## config.mk

```make
export PLATFORM = sky130hd
export DESIGN_NAME = cache_ctrl_nway
export DESIGN_NICKNAME = d
export VERILOG_FILES = /design/src/rtl/cache_ctrl_nway.sv
export SDC_FILE = /design/constraint.sdc
export NUM_CORES = 1
export LEC_CHECK = 0
export ABC_AREA = 1
export CORE_MARGIN = 2
export CORE_UTILIZATION = 36
export DETAILED_ROUTE_END_ITERATION = 10
export PLACE_DENSITY = 0.88
export SLEW_MARGIN = 20
export SYNTH_ARGS = -nofsm -noshare
export SYNTH_HDL_FRONTEND = slang
export SYNTH_SLANG_ARGS = --single-unit
```

## constraint.sdc

```tcl
create_clock -name clk -period 2.85 [get_ports clk]
set_input_delay 0.57 -clock clk [delete_from_list [all_inputs] [get_ports clk]]
set_output_delay 0.57 -clock clk [all_outputs]
set_load 0.02 [all_outputs]
```

## src/rtl/cache_ctrl_nway.sv

```systemverilog
// cache_ctrl_nway: N-way set-associative cache controller.
//
// This controller sits between the CPU slave bus (s_cyc/s_stb) and the
// memory master bus (m_cyc/m_stb/m_ack/m_retry). It drives the load and
// select lines of an external tag/data/valid/dirty/PLRU datapath. It uses
// tree-PLRU victim selection, write-allocate on a write miss, a registered
// victim way and a one-cycle retry back-off.
//
// Parameters:
//   WAYS   associativity (power of two, 2..8)
//   WIDX   way index width, derived from WAYS (do not override)
//   SEL_W  memory byte-select width
//
// Ports:
//   clk, rst_n            clock (rising edge), asynchronous active-low reset
//   s_cyc, s_stb          CPU request qualifiers
//   mem_read, mem_write   CPU request type (both set is treated as a read)
//   mem_resp              CPU acknowledge, one cycle per request
//   m_cyc, m_stb          memory bus cycle/strobe
//   physical_mem_write    memory write enable
//   m_sel                 byte selects, all-ones while m_stb is high
//   m_ack, m_retry        memory acknowledge / retry
//   hit, valid, dirty     per-way status of the current set
//   plru_in / plru_out    tree-PLRU bits in / updated bits out
//   load_plru             PLRU write enable
//   way_sel               datapath output-mux way select
//   load_data/tag/valid/dirty  one-hot array write enables
//   valid_in, dirty_in    values written with load_valid/load_dirty
//   cache_in_sel          0 = fill data from memory, 1 = CPU write data
//   mem_address_sel       0 = CPU address, 1 = victim tag + set address
//
// Optional feature (macro CACHE_PERF_CNT_EN): when defined, this adds the
// hit_count and miss_count ports. These are saturating 32-bit counters.
module cache_ctrl_nway #(
  parameter int WAYS  = 4,
  parameter int WIDX  = $clog2(WAYS),
  parameter int SEL_W = 16
) (
  input  logic             clk,
  input  logic             rst_n,
  input  logic             s_cyc,
  input  logic             s_stb,
  input  logic             mem_read,
  input  logic             mem_write,
  output logic             mem_resp,
  output logic             m_cyc,
  output logic             m_stb,
  output logic             physical_mem_write,
  output logic [SEL_W-1:0] m_sel,
  input  logic             m_ack,
  input  logic             m_retry,
  input  logic [WAYS-1:0]  hit,
  input  logic [WAYS-1:0]  valid,
  input  logic [WAYS-1:0]  dirty,
  input  logic [WAYS-2:0]  plru_in,
  output logic [WAYS-2:0]  plru_out,
  output logic             load_plru,
  output logic [WIDX-1:0]  way_sel,
  output logic [WAYS-1:0]  load_data,
  output logic [WAYS-1:0]  load_tag,
  output logic [WAYS-1:0]  load_valid,
  output logic [WAYS-1:0]  load_dirty,
  output logic             valid_in,
  output logic             dirty_in,
  output logic             cache_in_sel,
  output logic             mem_address_sel
`ifdef CACHE_PERF_CNT_EN
  ,
  output logic [31:0]      hit_count,
  output logic [31:0]      miss_count
`endif
);

  typedef enum logic [1:0] {
    COMPARE   = 2'd0,
    WRITEBACK = 2'd1,
    FILL      = 2'd2,
    BACKOFF   = 2'd3
  } state_t;

  state_t          state, next_state;
  logic [WIDX-1:0] victim_q, victim_d;
  // BACKOFF return target: 0 = WRITEBACK, 1 = FILL
  logic            ret_fill, ret_fill_d;

  logic            req;
  logic            is_write;
  logic            any_hit;
  logic [WIDX-1:0] hit_way;
  logic            inv_found;
  logic [WIDX-1:0] inv_way;
  logic [WIDX-1:0] plru_victim;
  logic            walk_bit;
  logic [WIDX-1:0] victim;
  logic            victim_dirty;
  logic [WAYS-1:0] victim_oh;
  logic [WAYS-2:0] plru_hit;

  assign req      = s_cyc & s_stb & (mem_read | mem_write);
  assign is_write = mem_write & ~mem_read;
  assign any_hit  = |hit;

  always_comb begin : hit_encode
    hit_way = '0;
    for (int unsigned i = 0; i < WAYS; i++) begin
      if (hit[i]) hit_way = WIDX'(i);
    end
  end

  always_comb begin : first_invalid
    inv_found = 1'b0;
    inv_way   = '0;
    for (int unsigned i = 0; i < WAYS; i++) begin
      if (!valid[i] && !inv_found) begin
        inv_found = 1'b1;
        inv_way   = WIDX'(i);
      end
    end
  end

  // Root-to-leaf walk, one tree level per iteration. The path bits gathered
  // so far index the node within the level: node = (2^lvl - 1) + path.
  always_comb begin : plru_walk
    plru_victim = '0;
    walk_bit    = 1'b0;
    for (int unsigned lvl = 0; lvl < WIDX; lvl++) begin
      walk_bit = 1'b0;
      for (int unsigned j = 0; j < WAYS - 1; j++) begin
        if (j == ((32'd1 << lvl) - 32'd1 + {{(32-WIDX){1'b0}}, plru_victim}))
          walk_bit = plru_in[j];
      end
      plru_victim = WIDX'({plru_victim, walk_bit});
    end
  end

  // Each node on the hit way's path is pointed at the sibling subtree.
  // At level lvl, the node is (2^lvl - 1) + (way >> (WIDX - lvl)), and the
  // way's direction is bit (WIDX-1-lvl) of the way index.
  always_comb begin : plru_touch
    plru_hit = plru_in;
    for (int unsigned lvl = 0; lvl < WIDX; lvl++) begin
      for (int unsigned j = 0; j < WAYS - 1; j++) begin
        if (j == ((32'd1 << lvl) - 32'd1 +
                  ({{(32-WIDX){1'b0}}, hit_way} >> (WIDX - lvl))))
          plru_hit[j] = ~hit_way[WIDX-1-lvl];
      end
    end
  end

  assign victim = inv_found ? inv_way : plru_victim;

  always_comb begin : victim_status
    victim_dirty = 1'b0;
    for (int unsigned i = 0; i < WAYS; i++) begin
      if (victim == WIDX'(i)) victim_dirty = valid[i] & dirty[i];
    end
  end

  always_comb begin : victim_decode
    victim_oh = '0;
    for (int unsigned i = 0; i < WAYS; i++) begin
      victim_oh[i] = (victim_q == WIDX'(i));
    end
  end

  always_ff @(posedge clk or negedge rst_n) begin
    if (!rst_n) begin
      state    <= COMPARE;
      victim_q <= '0;
      ret_fill <= 1'b0;
    end else begin
      state    <= next_state;
      victim_q <= victim_d;
      ret_fill <= ret_fill_d;
    end
  end

  always_comb begin : fsm_comb
    next_state         = state;
    victim_d           = victim_q;
    ret_fill_d         = ret_fill;
    mem_resp           = 1'b0;
    m_cyc              = 1'b0;
    m_stb              = 1'b0;
    physical_mem_write = 1'b0;
    plru_out           = '0;
    load_plru          = 1'b0;
    way_sel            = '0;
    load_data          = '0;
    load_tag           = '0;
    load_valid         = '0;
    load_dirty         = '0;
    valid_in           = 1'b0;
    dirty_in           = 1'b0;
    cache_in_sel       = 1'b0;
    mem_address_sel    = 1'b0;

    case (state)
      COMPARE: begin
        if (req) begin
          if (any_hit) begin
            mem_resp  = 1'b1;
            way_sel   = hit_way;
            load_plru = 1'b1;
            plru_out  = plru_hit;
            if (is_write) begin
              load_data    = hit;
              cache_in_sel = 1'b1;
              load_dirty   = hit;
              dirty_in     = 1'b1;
            end
          end else begin
            victim_d   = victim;
            next_state = victim_dirty ? WRITEBACK : FILL;
          end
        end
      end

      WRITEBACK: begin
        way_sel            = victim_q;
        mem_address_sel    = 1'b1;
        physical_mem_write = 1'b1;
        m_cyc              = 1'b1;
        m_stb              = 1'b1;
        if (m_retry) begin
          ret_fill_d = 1'b0;
          next_state = BACKOFF;
        end else if (m_ack) begin
          load_dirty = victim_oh;
          next_state = FILL;
        end
      end

      FILL: begin
        way_sel = victim_q;
        m_cyc   = 1'b1;
        m_stb   = 1'b1;
        if (m_retry) begin
          ret_fill_d = 1'b1;
          next_state = BACKOFF;
        end else if (m_ack) begin
          load_data  = victim_oh;
          load_tag   = victim_oh;
          load_valid = victim_oh;
          valid_in   = 1'b1;
          next_state = COMPARE;
        end
      end

      BACKOFF: begin
        next_state = ret_fill ? FILL : WRITEBACK;
      end

      default: next_state = COMPARE;
    endcase
  end

  assign m_sel = m_stb ? '1 : '0;

`ifdef CACHE_PERF_CNT_EN
  logic hit_evt, miss_evt;

  assign hit_evt  = mem_resp;
  assign miss_evt = (state == COMPARE) & req & ~any_hit;

  always_ff @(posedge clk or negedge rst_n) begin
    if (!rst_n) begin
      hit_count  <= '0;
      miss_count <= '0;
    end else begin
      if (hit_evt && (hit_count != '1))
        hit_count <= hit_count + 32'd1;
      if (miss_evt && (miss_count != '1))
        miss_count <= miss_count + 32'd1;
    end
  end
`endif

endmodule

```

==> flow_metrics.tcl <==
set metrics [dict create \
    ys_seq_area_share_pct 14.5 \
    clock.fmax_ghz 0.359 \
    wirelength_um 2680 \
    synth_common_cells "32 x nand2_1, 24 x buf_4, 20 x inv_1" \
    cp_top_family "buffers and inverters" \
    p_clk_share_pct 4.8 \
    worstSetupPathType "in -> out" \
    cp.arrival_ns 2.21 \
    place_hpwl_um 2300 \
    cp-start-kind "primary input" \
    die_x_um 53.0 \
    yosysUniqueCellTypes 17 \
    critPathRequiredTime_ns 2.28 \
    clockBufferDepth 2 \
    cp_num_buf_inv 4 \
    avgSynthCellArea_sq_um 6.05 \
    clkTransAtPathRegs_ns 0.04 \
    crit_slowest_cell "clkdlybuf4s50_1" \
    drive_gt1_share_pct 13.7 \
    critPathMaxStageDelay_ns 0.59 \
    crit_path_cell_trace "clkdlybuf4s50_1, nand2_1, o21bai_1, nor2_4, nand2_2, inv_2, buf_4, clkdlybuf4s50_1" \
    stdcell_area_sq_mm 0.00150 \
    antenna_found_initial 0 \
    pre_cts_slack_ns -0.233 \
    status "finished, final reports clean" \
    power_switching_w 0.000848 \
    p_sw_share_pct 51.6 \
    portBuffers 68 \
    n_antenna_cell 0 \
    drv_slew 0 \
    clock_skew_ns 0.000215 \
    p_per_area_mw_per_mm2 1100 \
    htree_levels 1 \
    p_leak_nw 0.843 \
    row_count 17 \
    post-synth-top-count-cell "nand2_1" \
    netlist.area_leader.share_pct 20.8 \
    ys_warn_count 0 \
    place_area_sq_mm 0.00150 \
    fin_nets 233 \
    setup_viol 0 \
    grt_first_pass_wirelength_um 4330 \
    worstRegToRegCells 7 \
    wl_per_cell_um 11.5 \
    die_area_sq_mm 0.00281 \
    end_kind "primary output" \
    dr.pass1.iters 4 \
    min_period_ns 2.78 \
    syn_area_sq_um 866 \
    grt_pass1_vias 1014 \
    worstReg2RegStart "state[1]$_DFFE_PN0P_" \
    grt-ovfl-total 0 \
    initial_core_util_pct 38.8 \
    peakVddDrop_mv 1.02 \
    detailedRoute.firstIterationViolations 17 \
    cts_resized 15 \
    ant_nets 0 \
    synth-seq-cells 5 \
    io_pins 69 \
    seqPwrFrac_pct 8.0 \
    slew_headroom_pct 73.9 \
    synth_area_leaders "buf_4 21%, dfrtp_1 14%, nand2_1 14%" \
    viasPerCell 4.62 \
    area_growth_pct 73.4 \
    worst_slew_pin_slew_ns 0.388 \
    gp_congestion 0.833 \
    cts_hold_buf 0 \
    setup_tns_ns 0 \
    root_buffer "clkbuf_4" \
    power_w 0.00165 \
    cts_setup_buffers 0 \
    critPathMaxFanout 2 \
    synthArstFlopShare_pct 100 \
    grt_max_degree 19 \
    clock_sinks 5 \
    track_usage_pct 20.4 \
    min_path_type "in -> async" \
    r2r_setup_slack_ns 1.31 \
    hold_violations 0 \
    drc 0 \
    period_share_pct 97.7 \
    p_comb_share_pct 87.1 \
    syn_inst 143 \
    synth_top_cell_by_area "buf_4" \
    r2r-end "state[0]$_DFFE_PN0P_" \
    finalWorstSetupSlack_ns 0.0660 \
    core_area_sq_mm 0.00223 \
    synth_top_flop_cell "dfrtp_1" \
    fp.dieH_um 53.0 \
    synth_edf_count 0 \
    intPower_w 0.000797 \
    rsz0062_at_grt "no" \
    cpMostUsedCell "clkdlybuf4s50_1" \
    worstSkewPairLatency_ns 0.23 \
    num_vias 1072 \
    cts_tree "yes" \
    syn_nets 171 \
    maxCapViolCount 0 \
    cts_buffers 3 \
    holdWs_ns 0.551 \
]
## worst max path at each step
| stage | startpoint | end | slack [ns] | cells after the start |
|---|---|---|---|---|
| floorplan | s_cyc | load_data[0] | 0.58 | 9 |
| global placement | s_cyc | load_dirty[1] | -0.14 | 11 |
| detailed placement | s_stb | load_data[1] | -0.23 | 11 |
| CTS | s_stb | load_data[1] | 0.05 | 11 |
| global route | s_stb | load_dirty[0] | 0.0002 | 11 |
| finish | s_stb | mem_resp | 0.07 | 8 |
## cell families (layout without fill, tap and decap cells)
family | Yosys count | in the layout | synth area share [%]
AND/OR/NAND/NOR | 64 | 64 | 33.4
AO/OA/AOI/OAI | 24 | 24 | 15.0
buffers and inverters | 45 | 106 | 29.9
adder cells (fa/ha/maj) | 5 | 5 | 7.23
flip-flops | 5 | 5 | 14.5
## power groups by stage
stage          Combinational, W   Clock, W  Sequential (W)
5_1_grt                 0.00152  0.0000932        0.000136
3_5_place_dp            0.00146          0        0.000133
6_report                0.00143  0.0000797        0.000132
4_1_cts                 0.00144  0.0000839        0.000132
2_1_floorplan           0.00107          0        0.000124
3_3_place_gp            0.00142          0        0.000129
## area by class of cell
cell class / count / area (sq um)
clock buffer: 4 / 26.3
fill: 195 / 732
inverter: 21 / 78.8
multi-input combinational: 93 / 482
sequential: 5 / 125
tap: 28 / 35.0
timing repair buffer: 81 / 754
## routing by layer
layer  GRT usage, %  vias up  wire [um]
li1               -      549          -
met1           22.3      485       1050
met2           39.6       36       1450
met3           3.67        2        162
met4           5.56        0         12
met5              0        -          0
## cells in the final DEF, fill, tap and decap left out
cell type / n
a211oi_1: 1
a21oi_1: 5
buf_4: 13
clkbuf_1: 1
clkbuf_2: 6
clkbuf_4: 3
clkdlybuf4s15_1: 2
clkdlybuf4s50_1: 47
dfrtp_1: 5
dlygate4sd2_1: 7
dlymetal6s2s_1: 6
ha_1: 5
inv_1: 20
inv_2: 1
nand2_1: 32
nand2_2: 2
nand3_1: 9
nand3b_1: 2
nor2_1: 14
nor2_4: 3
nor3_1: 2
o21a_1: 1
o21ai_0: 15
o21bai_1: 2
## through the flow
step / instances / util [%]
2_1_floorplan: 143 / -
3_3_place_gp: 228 / 67.1
3_5_place_dp: 228 / 67.1
4_1_cts: 232 / 67.5
5_1_grt: 232 / 67.2
6_report: 232 / 67.2
## sequential cells by signal (all words and copies together) (netlist names)
signal	count
victim_q	2
ret_fill	1
state	2
Note: power is estimated with default switching activity, not from simulation.
